--- config.mk ---
export PLATFORM = sky130hd
export DESIGN_NAME = if_fetch_queue
export DESIGN_NICKNAME = d
export VERILOG_FILES = /design/src/rtl/if_fetch_queue.sv
export SDC_FILE = /design/constraint.sdc
export NUM_CORES = 1
export LEC_CHECK = 0
export BUFFER_PORTS_ARGS = -buffer_cell sky130_fd_sc_hd__buf_2
export CAP_MARGIN = 25
export CORE_MARGIN = 4
export CORE_UTILIZATION = 59
export DETAILED_ROUTE_END_ITERATION = 6
export PLACE_DENSITY = 0.87
export SYNTH_ARGS = -nofsm -noshare
export SYNTH_HDL_FRONTEND = slang
export SYNTH_SLANG_ARGS = --single-unit
export TNS_END_PERCENT = 20
--- constraint.sdc ---
create_clock -name clk -period 10.9 [get_ports clk]
set_input_delay 1.09 -clock clk [delete_from_list [all_inputs] [get_ports clk]]
set_output_delay 1.09 -clock clk [all_outputs]
set_load 0.03 [all_outputs]
--- src/rtl/if_fetch_queue.sv ---
// if_fetch_queue: instruction-fetch front end feeding the IF/ID register.
// Owns the fetch PC, issues one word read at a time to instruction memory
// (req/gnt/rvalid) and buffers returned {pc, insn} pairs in a small FIFO
// that the IF/ID stage drains with a valid/ready handshake. A redirect
// clears the FIFO, restarts fetch at a new PC and discards a pending
// response that belongs to the old path.
//
// Ports:
//   clk, reset            clock, synchronous active-high reset
//   redirect, redirect_pc branch/flush request and new fetch PC
//   imem_req, imem_addr   read request and word-aligned address
//   imem_gnt              memory accepted the request this cycle
//   imem_rvalid/_rdata    read response
//   out_valid/_pc/_insn   queue head (NOP_INSN and pc 0 when empty)
//   out_ready             downstream consumes the head when out_valid=1
module if_fetch_queue #(
    parameter int                ADDR_W   = 32,
    parameter int                DATA_W   = 32,
    parameter int                DEPTH    = 2,
    parameter logic [ADDR_W-1:0] RESET_PC = 32'h0000_0000,
    parameter logic [DATA_W-1:0] NOP_INSN = 32'h0000_0013
) (
    input  logic              clk,
    input  logic              reset,
    input  logic              redirect,
    input  logic [ADDR_W-1:0] redirect_pc,
    output logic              imem_req,
    output logic [ADDR_W-1:0] imem_addr,
    input  logic              imem_gnt,
    input  logic              imem_rvalid,
    input  logic [DATA_W-1:0] imem_rdata,
    output logic              out_valid,
    output logic [ADDR_W-1:0] out_pc,
    output logic [DATA_W-1:0] out_insn,
    input  logic              out_ready
);

    localparam int PTR_W = (DEPTH > 1) ? $clog2(DEPTH) : 1;
    localparam int CNT_W = $clog2(DEPTH + 1);
    localparam logic [ADDR_W-1:0] ALIGN_MASK = ~ADDR_W'(2'd3);
    localparam logic [ADDR_W-1:0] RESET_PC_A = RESET_PC & ALIGN_MASK;
    localparam logic [CNT_W-1:0]  DEPTH_C    = CNT_W'(DEPTH);

    typedef enum logic [1:0] {
        ST_IDLE = 2'd0,
        ST_REQ  = 2'd1,
        ST_WAIT = 2'd2
    } state_t;

    state_t            state_r, state_next_s;
    logic [ADDR_W-1:0] fetch_pc_r, fetch_pc_next_s;
    logic [ADDR_W-1:0] req_pc_r, req_pc_next_s;
    logic              drop_r, drop_next_s;
    logic              req_r, req_next_s;

    logic [ADDR_W-1:0] mem_pc_r   [DEPTH];
    logic [DATA_W-1:0] mem_insn_r [DEPTH];
    logic [PTR_W-1:0]  rd_ptr_r, wr_ptr_r;
    logic [CNT_W-1:0]  count_r, count_after_s;

    logic              push_s, pop_s;
    logic [ADDR_W-1:0] redirect_pc_a_s;

    // The two address LSBs of a redirect target are always forced to zero.
    assign redirect_pc_a_s = redirect_pc & ALIGN_MASK;

    // A redirect squashes both a same-cycle push and a same-cycle pop.
    assign push_s        = (state_r == ST_WAIT) && imem_rvalid && !drop_r && !redirect;
    assign pop_s         = (count_r != CNT_W'(1'b0)) && out_ready && !redirect;
    assign count_after_s = count_r + CNT_W'(push_s) - CNT_W'(pop_s);

    assign imem_addr = fetch_pc_r;
    assign imem_req  = req_r;

    // FSM and fetch-PC state register.
    always_ff @(posedge clk) begin
        if (reset) begin
            state_r    <= ST_IDLE;
            fetch_pc_r <= RESET_PC_A;
            req_pc_r   <= RESET_PC_A;
            drop_r     <= 1'b0;
            req_r      <= 1'b0;
        end else begin
            state_r    <= state_next_s;
            fetch_pc_r <= fetch_pc_next_s;
            req_pc_r   <= req_pc_next_s;
            drop_r     <= drop_next_s;
            req_r      <= req_next_s;
        end
    end

    // Next-state logic: one outstanding request, a queue slot is reserved
    // before entering REQ so a push can never hit a full queue.
    always_comb begin
        state_next_s  = state_r;
        drop_next_s   = drop_r;
        req_pc_next_s = req_pc_r;
        case (state_r)
            ST_IDLE: begin
                if (redirect) begin
                    state_next_s = ST_REQ;
                end else if (count_r < DEPTH_C) begin
                    state_next_s = ST_REQ;
                end else begin
                    state_next_s = ST_IDLE;
                end
            end
            ST_REQ: begin
                if (imem_gnt) begin
                    state_next_s  = ST_WAIT;
                    req_pc_next_s = fetch_pc_r;
                    // Granted on the old path while redirecting: its data is stale.
                    drop_next_s   = redirect;
                end else begin
                    state_next_s = ST_REQ;
                end
            end
            ST_WAIT: begin
                if (imem_rvalid) begin
                    drop_next_s = 1'b0;
                    if (redirect || drop_r) begin
                        state_next_s = ST_REQ;
                    end else if (count_after_s < DEPTH_C) begin
                        state_next_s = ST_REQ;
                    end else begin
                        state_next_s = ST_IDLE;
                    end
                end else begin
                    state_next_s = ST_WAIT;
                    if (redirect) begin
                        drop_next_s = 1'b1;
                    end else begin
                        drop_next_s = drop_r;
                    end
                end
            end
            default: begin
                state_next_s = ST_IDLE;
                drop_next_s  = 1'b0;
            end
        endcase

        if (redirect) begin
            fetch_pc_next_s = redirect_pc_a_s;
        end else if ((state_r == ST_REQ) && imem_gnt) begin
            fetch_pc_next_s = fetch_pc_r + ADDR_W'(3'd4);
        end else begin
            fetch_pc_next_s = fetch_pc_r;
        end
    end

    // Output decode: request flag registered from next state, queue head view.
    always_comb begin
        req_next_s = (state_next_s == ST_REQ);
        if (count_r != CNT_W'(1'b0)) begin
            out_valid = 1'b1;
            out_pc    = mem_pc_r[rd_ptr_r];
            out_insn  = mem_insn_r[rd_ptr_r];
        end else begin
            out_valid = 1'b0;
            out_pc    = ADDR_W'(1'b0);
            out_insn  = NOP_INSN;
        end
    end

    // Queue pointers and occupancy; reset and redirect both empty the queue.
    always_ff @(posedge clk) begin
        if (reset || redirect) begin
            count_r  <= CNT_W'(1'b0);
            rd_ptr_r <= PTR_W'(1'b0);
            wr_ptr_r <= PTR_W'(1'b0);
        end else begin
            count_r <= count_after_s;
            if (push_s) begin
                wr_ptr_r <= wr_ptr_r + PTR_W'(1'b1);
            end else begin
                wr_ptr_r <= wr_ptr_r;
            end
            if (pop_s) begin
                rd_ptr_r <= rd_ptr_r + PTR_W'(1'b1);
            end else begin
                rd_ptr_r <= rd_ptr_r;
            end
        end
    end

    // Queue storage; contents are only observed while count is non-zero.
    always_ff @(posedge clk) begin
        if (push_s) begin
            mem_pc_r[wr_ptr_r]   <= req_pc_r;
            mem_insn_r[wr_ptr_r] <= imem_rdata;
        end
    end

endmodule

==> impl_metrics.yaml <==
outcome:
  status: "finished, final reports clean"
setup_path:
  crit_path_frequent_cell: "or4_1"
  cp-start-kind: "input port"
  cpMaxStageDelayCell: "or4_1"
  crit_chain: "buf_2, nand2_2, or4_1, or4_1, a311oi_1"
  worstPathRequired_ns: 11.24
  setup.worst_path.class: "input port to register"
  cp-end-kind: "register"
  arrival_ns: 3.42
  ff2ff_path_depth: 6
  crit_start: "imem_gnt"
  slowest_delay_ns: 0.93
  reg2reg_from: "state_r[1]$_SDFF_PP0_"
  cp_max_fo: 34
synth:
  synth_common_cells: "124 x edfxtp_1, 93 x nor2_1, 77 x nand2_1, 69 x dfxtp_1, 62 x mux2i_1"
  synth_top_cell_area_share_pct: 47.2
  synth_ff_type: "edfxtp_1"
  synth.cell_area_um2: 7890
  ys_ff_latch: 193
  syn_inst: 668
  yosysTopAreaCell: "edfxtp_1"
  synth-edff-count: 124
  yosysWarnings: 0
  synth_area_leaders: "edfxtp_1 47%, dfxtp_1 18%, mux2i_1 7.9%, nor2_1 4.4%, nand2_1 3.7%"
  async_flop_share_pct: 0
  yosys.cell_types.count: 40
  yosysMostFrequentCell: "edfxtp_1"
  avgSynthCellArea_um2: 11.8
  synth-seq-area-share_pct: 64.7
clock_tree:
  cts_resized: 0
  cts_buffer_depth: 2
  ctsHoldBuffers: 0
  clk_pin_slew_worst_paths_ns: 0.07
  root_buffer: "clkbuf_16"
  cts_tree: "built"
  clk_latency_ns: 0.43
  clock_sinks: 193
  cts_setup_buffers: 0
  cts_htree_levels: 4
  cts_made_buffers: 17
global_route:
  grt_pass1_vias: 5440
  grt_pass1_wl_um: 26600
  grt_max_degree: 70
  antenna_found_initial: 1
  grt_use_total_pct: 22.6
  overflow: 0
die:
  io_pins: 168
  rows: 41
  dieArea_um2: 15300
  initial_core_util_pct: 61.3
  die_height_um: 124
  die_width_um: 124
  core-area_um2: 12900
timing:
  finalCritPeriodShare_pct: 28.3
  setup_viol: 0
  final.setup.tns_ns: 0
  slew-limit-headroom_pct: 43.6
  tightestPinTransition_ns: 0.846
  hold_viol: 0
  rsz0062_at_grt: "false"
  skew_ns: 0.00714
  slew_viol_final: 0
  period_needed_ns: 3.09
  max_freq_mhz: 324
hold_path:
  hp-class: "register to register"
  hold_depth: 0
  hp-start: "req_pc_r[25]$_SDFFE_PP0P_"
pwr:
  powerDensity_nw_per_um2: 161
  clock_power_share_pct: 40.2
  sw_frac_of_total_pct: 22.5
  p_comb_share_pct: 6.3
  internal-power_mw: 1.17
  p_seq_share_pct: 53.4
  leakagePower_nw: 3.39
  switchingPower_uw: 341
  vdd_drop_max_mv: 0.0942
detailed_routing:
  wl_um: 16800
  drtPass1Iterations: 5
  via_per_inst: 5.63
  drc: 0
  first_iter_violations: 363
  ant_nets: 0
  routedWlPerCell_um: 16.9
  vias: 5600
cells_and_area:
  ff_latch_area_um2: 5110
  final_cells: 994
  n_fill_cell: 918
  area_delta_synth_final_pct: 19.4
  layout.nets: 885
  multiInputGateArea_um2: 2570
  drive_above_1_share_pct: 24.8
place:
  placed_cells: 960
  place_congestion: 0.863
  dpl.hpwl_um: 11200
  io_buffers: 161
job:
  max_cap_violations: 0
-- worst paths after layout --
kind                                      to  slack (ns)
setup / recovery  imem_addr[24]$_SDFFE_PP0P_        7.81
hold / removal     mem_pc_r[1][25]$_DFFE_PP_        0.46
setup reg to reg  imem_addr[24]$_SDFFE_PP0P_        7.89
hold reg to reg    mem_pc_r[1][25]$_DFFE_PP_        0.46
-- power by group through the flow --
stage,combinational (mW),clock (mW),sequential [mW]
final,0.0955,0.609,0.809
after global routing,0.105,0.650,0.811
after CTS,0.0958,0.617,0.809
after detailed placement,0.0953,0,0.825
after global placement,0.0900,0,0.823
after floorplan,0.0462,0,0.835
-- cell usage in the layout (no fill, tap or decap), types with 3 or more instances in the layout --
master and instances:
a211oi_1 11, a21oi_1 35, a311oi_1 16, and3_1 4, and4_1 4, buf_2 161
buf_4 5, clkbuf_16 18, clkbuf_8 3, clkinv_4 4, conb_1 4, dfxtp_1 68
edfxtp_1 124, ha_1 7, inv_1 10, mux2i_1 62, nand2_1 77, nand3_1 12
nand4_1 14, nor2_1 91, nor3_1 8, nor4_1 5, o21ai_0 4, o31ai_1 13
or3_1 3, or4_1 16, xnor2_1 6, xor2_1 7
-- sequential cells by signal, indices dropped and copies added, names as in the netlist, named ones only --
signal	count
mem_insn_r	64
imem_addr	30
wr_ptr_r	1
drop_r	1
count_r	2
req_pc_r	30
rd_ptr_r	1
mem_pc_r	60
imem_req	1
state_r	2
-- through the flow --
stage               instance area (um2)  power [mW]  utilization [%]  setup slack, ns  hold slack (ns)
floorplan                          7900       0.881                -             6.16            0.425
finish                             9420        1.51             73.2             7.81            0.458
global placement                   8770       0.913             68.1             7.48            0.431
detailed placement                 8800       0.920             68.4             7.41            0.441
CTS                                9390        1.52             73.0             7.66            0.459
global route                       9420        1.57             73.2             7.66            0.467
-- layout make-up --
class                      count  area share, %
clock buffer                  23           5.30
multi-input combinational    418           27.3
tap                          172           2.28
inverter                      10          0.398
clock inverter                 9          0.996
antenna                        1         0.0266
timing repair buffer         168           9.53
sequential                   193           54.2
-- routing by layer --
metal	wire, um	share of wire (%)	vias up	global-route usage (%)
met5	13	0.077	-	0
met4	267	1.6	2	7.68
met3	1470	8.7	28	7.36
met2	8230	49	207	37.6
met1	6840	41	2657	27.9
li1	-	-	2706	-
-- critical path: cells and delay by family --
kind                   cells  cell delay [ns]
AO/OA/AOI/OAI              1             0.28
AND/OR/NAND/NOR            3             1.90
buffers and inverters      1             0.14
-- cell families (layout without fill, tap and decap cells) --
logic type | Yosys count | count (layout) | share of synthesized area [%]
adder cells (fa/ha/maj) | 7 | 7 | 1.11
flip-flops | 193 | 193 | 64.7
buffers and inverters | 60 | 210 | 3.11
multiplexers | 62 | 62 | 7.86
AND/OR/NAND/NOR | 245 | 245 | 14.1
XOR/XNOR | 14 | 14 | 1.74
AO/OA/AOI/OAI | 86 | 86 | 7.31
other | 1 | 5 | 0.0475
Note: power is estimated with default switching activity, not from simulation.
